===== src/rtl/wci_cfg_sequencer.sv =====
// wci_cfg_sequencer: autonomous WCI control-plane master that writes LFSR
// data across a small window, reads it back, and keeps sticky status.
module wci_cfg_sequencer #(
  parameter logic [19:0] BASE_ADDR  = 20'h00010,
  parameter int          ADDR_SPAN  = 16,
  parameter int          GAP_CYCLES = 2,
  parameter int          TIMEOUT    = 64,
  parameter logic [31:0] SEED       = 32'hACE10001
) (
  input  logic        clk,
  input  logic        reset,
  input  logic        enable,
  output logic [2:0]  wciS0_MCmd,
  output logic        wciS0_MAddrSpace,
  output logic [3:0]  wciS0_MByteEn,
  output logic [19:0] wciS0_MAddr,
  output logic [31:0] wciS0_MData,
  input  logic [1:0]  wciS0_SResp,
  input  logic [31:0] wciS0_SData,
  input  logic        wciS0_SThreadBusy,
  output logic        busy,
  output logic [15:0] done_count,
  output logic        err_sticky,
  output logic        mismatch_sticky,
  output logic        timeout_sticky
);

  localparam logic [31:0] LFSR_INIT =
    (SEED == 32'd0) ? 32'd1 : SEED;
  localparam logic [31:0] LFSR_MASK = 32'h80200003;
  localparam logic [19:0] LAST_ADDR =
    BASE_ADDR + 20'(ADDR_SPAN - 4);
  localparam bit NO_GAP = (GAP_CYCLES == 0);

  localparam int WW =
    (TIMEOUT > 1) ? $clog2(TIMEOUT) : 1;
  localparam logic [WW-1:0] TO_LAST = WW'(TIMEOUT - 1);

  localparam int GW =
    (GAP_CYCLES > 1) ? $clog2(GAP_CYCLES) : 1;
  localparam logic [GW-1:0] GAP_LAST =
    GW'((GAP_CYCLES > 0) ? GAP_CYCLES - 1 : 0);

  typedef enum logic [1:0] {
    IDLE,
    ISSUE,
    WAIT_RESP,
    GAP
  } state_t;

  state_t          state;
  state_t          nextState;
  logic            opRd;
  logic            nextOpRd;
  logic [19:0]     addr;
  logic [31:0]     lfsr;
  logic [WW-1:0]   waitCnt;
  logic [GW-1:0]   gapCnt;

  logic [31:0]     lfsrNext;
  logic [19:0]     addrNext;
  logic            pairDone;
  logic            errResp;
  logic            mismatch;
  logic            timedOut;

  assign lfsrNext = lfsr[0]
    ? ({1'b0, lfsr[31:1]} ^ LFSR_MASK)
    : {1'b0, lfsr[31:1]};

  assign addrNext = (addr == LAST_ADDR)
    ? BASE_ADDR
    : addr + 20'd4;

  always_comb begin
    nextState = state;
    nextOpRd  = opRd;
    pairDone  = 1'b0;
    errResp   = 1'b0;
    mismatch  = 1'b0;
    timedOut  = 1'b0;
    unique case (state)
      IDLE: begin
        if (enable) begin
          nextState = ISSUE;
          nextOpRd  = 1'b0;
        end
      end
      ISSUE: begin
        if (wciS0_MCmd != 3'd0 &&
            !wciS0_SThreadBusy)
          nextState = WAIT_RESP;
      end
      WAIT_RESP: begin
        if (wciS0_SResp == 2'd1 && !opRd) begin
          nextOpRd  = 1'b1;
          nextState = NO_GAP ? ISSUE : GAP;
        end else if (wciS0_SResp != 2'd0 ||
                     waitCnt == TO_LAST) begin
          // A write error or a timeout ends the pair without its read.
          pairDone  = 1'b1;
          errResp   = wciS0_SResp[1];
          mismatch  = (wciS0_SResp == 2'd1) &&
                      (wciS0_SData != lfsr);
          timedOut  = (wciS0_SResp == 2'd0);
          nextOpRd  = 1'b0;
          if (!NO_GAP)
            nextState = GAP;
          else if (enable)
            nextState = ISSUE;
          else
            nextState = IDLE;
        end
      end
      GAP: begin
        if (gapCnt == GAP_LAST)
          nextState = (opRd || enable) ? ISSUE : IDLE;
      end
    endcase
  end

  always_ff @(posedge clk or negedge reset) begin
    if (!reset) begin
      state            <= IDLE;
      opRd             <= 1'b0;
      addr             <= BASE_ADDR;
      lfsr             <= LFSR_INIT;
      waitCnt          <= '0;
      gapCnt           <= '0;
      wciS0_MCmd       <= '0;
      wciS0_MAddrSpace <= 1'b0;
      wciS0_MByteEn    <= '0;
      wciS0_MAddr      <= '0;
      wciS0_MData      <= '0;
      busy             <= 1'b0;
      done_count       <= '0;
      err_sticky       <= 1'b0;
      mismatch_sticky  <= 1'b0;
      timeout_sticky   <= 1'b0;
    end else begin
      state   <= nextState;
      opRd    <= nextOpRd;
      busy    <= (nextState != IDLE);
      waitCnt <= (state == WAIT_RESP)
        ? waitCnt + WW'(1) : '0;
      gapCnt  <= (state == GAP)
        ? gapCnt + GW'(1) : '0;

      if (pairDone) begin
        done_count <= done_count + 16'd1;
        lfsr       <= lfsrNext;
        addr       <= addrNext;
      end

      err_sticky      <= err_sticky | errResp;
      mismatch_sticky <= mismatch_sticky | mismatch;
      timeout_sticky  <= timeout_sticky | timedOut;

      // Command fields are loaded on entry to ISSUE and held until accept.
      if (nextState == ISSUE) begin
        wciS0_MCmd       <= nextOpRd ? 3'd2 : 3'd1;
        wciS0_MAddrSpace <= 1'b1;
        wciS0_MByteEn    <= 4'hF;
        wciS0_MAddr      <= pairDone ? addrNext : addr;
        wciS0_MData      <= nextOpRd
          ? 32'd0
          : (pairDone ? lfsrNext : lfsr);
      end else begin
        wciS0_MCmd       <= '0;
        wciS0_MAddrSpace <= 1'b0;
        wciS0_MByteEn    <= '0;
        wciS0_MAddr      <= '0;
        wciS0_MData      <= '0;
      end
    end
  end

endmodule


===== config.mk =====
export PLATFORM = sky130hd
export DESIGN_NAME = wci_cfg_sequencer
export DESIGN_NICKNAME = d
export VERILOG_FILES = /design/src/rtl/wci_cfg_sequencer.sv
export SDC_FILE = /design/constraint.sdc
export NUM_CORES = 1
export LEC_CHECK = 0
export CAP_MARGIN = 40
export CELL_PAD_IN_SITES_DETAIL_PLACEMENT = 0
export CELL_PAD_IN_SITES_GLOBAL_PLACEMENT = 2
export CORE_MARGIN = 2
export CORE_UTILIZATION = 30
export CTS_BUF_LIST = sky130_fd_sc_hd__clkbuf_4
export CTS_CLUSTER_DIAMETER = 200
export DETAILED_ROUTE_END_ITERATION = 6
export GPL_ROUTABILITY_DRIVEN = 0
export PLACE_DENSITY_LB_ADDON = 0.1
export SYNTH_ARGS = -nofsm -noshare
export SYNTH_HDL_FRONTEND = slang
export SYNTH_SLANG_ARGS = --single-unit

===== constraint.sdc =====
create_clock -name clk -period 2.2 [get_ports clk]
set_clock_uncertainty 0.1 [all_clocks]
set_input_delay 0.44 -clock clk [delete_from_list [all_inputs] [get_ports clk]]
set_output_delay 0.44 -clock clk [all_outputs]
set_load 0.005 [all_outputs]

==> run metrics, run 1 <==
status=completed; Worst Setup SP=done_count[6]; CP startpoint kind=register; largest net degree at the start of global routing=between 40 and 50; final setup violation count=0; Seq/Total Area, Yosys=around 60%; CP Capture Type=primary output; worst-path fanout max=5; Warnings, synthesis=0; 1st-iter DRT viols=~160; Area Overhead vs Synth=33.5%; post-synth cell types=50; Starting Density=a little under a third; All-Layer GR Usage=14.2%; Setup CP Type=reg -> out; register area=around 3400 um^2; die area=about 20000 um^2; peak supply drop=between 0.3 and 0.4 mV; Ports=118; dpl hpwl=~9.7 mm; Worst path max stage delay=0.55 ns; Core ar.=18700 um^2; #FFs+latches synth=137; Syn Nets=just under 500; clock root buffer=clkbuf_4; via count=3693; area occupied by multi-input gates=2170 um^2; top cells by area, synth=dfrtp_1, xnor2_1, mux2_4; TNS Setup=0 ns; Detailed Route WL=13.5 mm; gr ovfl total=0; pwr/cell area=about 960 nW/um^2; Yosys top cell area share=between 50 and 60%; clk buf depth=2; CTS Sinks=roughly 140; Mapped Area=~5700 um^2; CP arrival=approximately 1.5 ns; r2r startpoint=waitCnt[0]; max_cap viols=0; CP bufs+invs=1; htree depth=4; initial antenna violation count=1; Final ANT Viol Nets=0; Tcrit/Tclk final=between 90 and 100%; Hold Crit Class=in -> async; CTS buffer count=17; min Tclk post-route=a little over 2 ns; Critical Path RT=approximately 1.7 ns; filler cell count=1786; dominant cell type by area after synthesis=dfrtp_1; first-pass GRT wire length=between 20 and 25 mm; Post-synth EDFFs=0; Top delay family on crit path=buffers and inverters; met2 wire len=6.42 mm; Remaining DRCs=0; DIE WIDTH=~140 um; port bufs=116; vias in the first global route=just under 4000; syn avg cell area=around 13 um^2; leakage power=approximately 3.4 nW; Clock Pin Slew Worst Setup and Hold Paths=roughly 0.12 ns; crit path cell chain=clkdlybuf4s50_1; post-synthesis async set-or-reset flop share=100%; M1 WL=6.25 mm; Pre-antenna DRT Iters=4; Main synth FF type=dfrtp_1; share of layout cells above drive strength 1=between 10% and 20%; Die Y=roughly 140 um; f_max=between 400 and 500 MHz; CP max-delay cell=clkdlybuf4s50_1; unrepaired setup endpoints after global routing=false; Slew Limit Fails=0; WL/cell=~16 um; met3 wire len=between 600 and 700 um; CTS tree=yes; total power=approximately 7.3 mW; Vias/cell=between 4 and 5; Final #Nets=around 630; clk_lat worst skew=0.53 ns; Cells after Synth=442; Rows=50; Max Used Layer=met4; Final Hold Viols=0
metrics by stage:
stage	area, um^2	util, %	hold WS [ns]	worst slack [ns]	std cells
floorplan	5740	-	0.0444	0.176	442
global placement	7360	39.4	0.289	-0.285	803
detailed placement	7360	39.4	0.290	-0.281	803
CTS	7630	40.8	0.276	0.0380	836
global route	7660	40.9	0.277	0.00791	838
finish	7660	40.9	0.306	0.137	838
cells in the mapped netlist (all sizes together) (4+ instances only):
cell and count:
dfrtp 127, xnor2 60, nor2b 33, mux2 30, nand2 24, and2 20
nor2 18, nand4 16, nand3 15, buf 13, dfstp 10, nor4 10
xor2 8, and3 7, clkbuf 7, a21oi 6, o31ai 5, inv 4
kinds of logic after synthesis:
group,share of synthesized area [%]
adders and majority gates,0.655
DFF,60.0
buffers and inverters,2.42
and+or+nand+nor,16.0
other,0.0654
AOI/OAI and AO/OA,3.25
xor gates and xnor gates,10.4
muxes,7.20
sequential cells by signal, summed over array words and instances (netlist names):
signal and cells:
lfsr 32, wciS0_MData 32, addr 20, wciS0_MAddr 20, done_count 16, waitCnt 6, state 2, wciS0_MCmd 2
busy 1, err_sticky 1, gapCnt 1, mismatch_sticky 1, opRd 1, timeout_sticky 1, wciS0_MByteEn 1
final cells by class:
cell class | count | area share, %
well taps | 234 | 3.82
repair buffers | 149 | 19.3
flip-flops and latches | 137 | 45.0
diodes | 1 | 0.0327
clock buffers | 17 | 1.67
inverters | 4 | 0.196
clock inverters | 15 | 1.76
multi-input cells | 281 | 28.3
cells in the final DEF (no fill, tap or decap), types with 9 or more instances in the layout:
| master | instances |
|---|---|
| dfrtp_1 | 125 |
| clkdlybuf4s50_1 | 115 |
| xnor2_1 | 60 |
| nor2b_1 | 32 |
| buf_4 | 27 |
| nand2_1 | 23 |
| mux2_4 | 20 |
| and2_1 | 20 |
| nor2_1 | 17 |
| clkbuf_4 | 17 |
| nand4_1 | 16 |
| nand3_1 | 14 |
| dfstp_2 | 10 |
| mux2_2 | 9 |
power by group:
group	internal, mW	switching, mW
clock network	0.651	0.929
registers	3.00	0.415
logic	1.31	1.03
total	4.96	2.37
repair_timing:
action,4_1_cts,5_1_grt
endpoints found under the hold margin,41,0
buffers inserted,0,1
hold buffers,1,0
resized for setup,0,5
endpoints found under the setup margin,0,14
final timing paths:
path	endpoint	slack [ns]	cells past startpoint
max in group asynchronous	lfsr[26]	1.00	3
max reg2reg	wciS0_MData[30]	0.17	6
max	done_count[6]	0.14	1
min	addr[15]	0.31	2
min in group clk	addr[1]	0.31	0
min reg2reg	addr[1]	0.31	0
routing by layer:
metal,up-vias,global-route usage (%)
met1,1816,18.6
met3,12,4.78
met2,86,22.3
met4,0,4.58
li1,1779,-
met5,-,0
Power figures use the tool's default switching activity.
==> inputs of run 2 (changes only) <==
CTS_BUF_LIST = sky130_fd_sc_hd__clkbuf_4 sky130_fd_sc_hd__clkbuf_8   (was sky130_fd_sc_hd__clkbuf_4)
==> run metrics, run 2 (synthesis results as in run 1) <==
status=completed (unchanged); CP max-delay cell=dfrtp_1 (was clkdlybuf4s50_1); vias in the first global route=3882 (was 3880); clk buf depth=2 (unchanged); Top delay family on crit path=simple AND/OR/NAND/NOR gates (was buffers and inverters); Tcrit/Tclk final=93.3% (was 93.8%); Remaining DRCs=0 (unchanged); Vias/cell=4.42 (was 4.41); CP Capture Type=register (was primary output); clk_lat worst skew=0.45 ns (was 0.53 ns); CTS tree=yes (unchanged); first-pass GRT wire length=21.5 mm (about the same); power share of the clock group=26.5% (was 21.5%); CTS buffer count=17 (unchanged); max_cap viols=0 (unchanged); Clock Pin Slew Worst Setup and Hold Paths=0.08 ns (was 0.12 ns); worst-path fanout max=7 (was 5); Reg2Reg Setup Slack=0.15 ns (was 0.17 ns); pwr/cell area=1000 nW/um^2 (was 958 nW/um^2); DIE WIDTH=142 um (unchanged); Core ar.=18700 um^2 (unchanged); Comb pwr share=29.8% (was 31.8%); Rel. slew slack=between 60% and 70%; All-Layer GR Usage=14.2% (unchanged); initial antenna violation count=0 (was 1); Ports=118 (unchanged); Die Y=142 um (unchanged); Worst Hold Launch=addr[1]; Area Overhead vs Synth=35.9% (was 33.5%); gr ovfl total=0 (unchanged); Slew Limit Fails=0 (unchanged); number of diodes=0 (was 1); CP arrival=2.28 ns (was 1.52 ns); Starting Density=30.7% (unchanged); commonest non-fill, non-tap cell in the layout=dfrtp_1 (unchanged); peak supply drop=0.407 mV (was 0.357 mV); dpl hpwl=9.71 mm (unchanged); WL/cell=16.2 um (was 16.1 um); share of layout cells above drive strength 1=19.8% (was 19.6%); Final ANT Viol Nets=0 (unchanged); largest net degree at the start of global routing=49 (unchanged); P_int=5.39 mW (was 4.96 mW); f_max=487 MHz (was 485 MHz); Pre-antenna DRT Iters=4 (unchanged); leakage power=3.44 nW (was 3.37 nW); Hold Crit Class=reg -> reg (was in -> async); worst r2r dst=addr[19] (was wciS0_MData[30]); worst slew pin tran=between 0.5 and 0.6 ns; Detailed Route WL=13.5 mm (about the same); reg2reg path depth=7 (was 6); pre-CTS setup slack=-0.281 ns (unchanged); Net Sw Power=2.44 mW (was 2.37 mW); unrepaired setup endpoints after global routing=false (unchanged); WHS Path Cells=0; Critical Path RT=2.43 ns (was 1.66 ns); CTS Sinks=137 (unchanged); die area=20200 um^2 (unchanged); largest registers=lfsr (32), wciS0_MData (32) (unchanged); CP startpoint kind=register (unchanged); filler cell count=1767 (was 1786); Hold Crit Endpoint=addr[1]; Final Hold Viols=0 (unchanged); clock root buffer=clkbuf_8 (was clkbuf_4); via count=3697 (was 3693); CP bufs+invs=1 (unchanged); min Tclk post-route=2.05 ns (was 2.06 ns); r2r startpoint=waitCnt[0] (unchanged); final setup violation count=0 (unchanged); port bufs=116 (unchanged); Rows=50 (unchanged); sequential share of power=43.7% (was 46.6%); final worst slack=0.148 ns (was 0.137 ns); 1st-iter DRT viols=138 (was 163); htree depth=4 (unchanged); sw frac=31.1% (was 32.3%); commonest non-fill, non-tap cells in the layout=dfrtp_1, clkdlybuf4s50_1, xnor2_1 (unchanged); Final #Nets=630 (was 631); Setup CP Type=reg -> reg (was reg -> out); Layout Utilization=41.7% (was 40.9%); area occupied by multi-input gates=2180 um^2 (was 2170 um^2); register area=3440 um^2 (about the same); Worst path max stage delay=0.38 ns (was 0.55 ns); Critical Path Stages=7 (was 1); crit path cell chain=ha_2, nand3_4, o31a_4, nor4_4, buf_4, nand3_1, xnor2_1 (was clkdlybuf4s50_1)
[run 2: worst max path at each step]
stage                         start  slack [ns]               to
floorplan            wciS0_SResp[0]        0.18  wciS0_MData[16]
global placement    wciS0_SData[28]       -0.28  mismatch_sticky
detailed placement   wciS0_SResp[0]       -0.28  wciS0_MData[21]
CTS                      waitCnt[0]        0.06         addr[19]
global route             waitCnt[0]       0.007  wciS0_MAddr[12]
finish                   waitCnt[0]        0.15         addr[19]
[run 2: final cells by class]
cell class                      count  share of cell area [%]
Inverter                            4                   0.193
Clock buffer                       20                    3.53
Tap cell                          234                    3.76
Timing Repair Buffer              148                    18.8
Sequential cell                   137                    44.2
Multi-Input combinational cell    281                    27.9
Clock inverter                     12                    1.59
[run 2: what timing repair did]
item,4_1_cts,5_1_grt
resized for setup,0,5
endpoints found under the setup margin,0,13
endpoints found under the hold margin,41,0
setup buffers,0,0
hold buffers,1,0
[run 2: per-layer routing]
metal	routed length, um	up-vias	global-route usage (%)
met5	0	-	0
met4	169	0	5.37
met3	654	17	4.07
met2	6420	89	22.3
met1	6260	1816	18.8
li1	-	1775	-
[run 2: through the flow]
step                setup TNS [ns]  instances  power, mW  hold WS, ns  instance area (um^2)
global route                     0        836       8.35        0.331                  7790
global placement            -13.31        803       5.84        0.289                  7360
CTS                              0        836       7.98        0.309                  7770
detailed placement          -12.83        803       5.85        0.290                  7360
floorplan                        0        442       4.58       0.0444                  5740
finish                           0        836       7.83        0.300                  7790
[run 2: power groups by stage]
stage	combinational [mW]	sequential [mW]	clock (mW)
finish	2.33	3.42	2.08
global route	2.60	3.50	2.25
CTS	2.39	3.43	2.16
detailed placement	2.38	3.47	0
global placement	2.37	3.47	0
floorplan	1.24	3.34	0
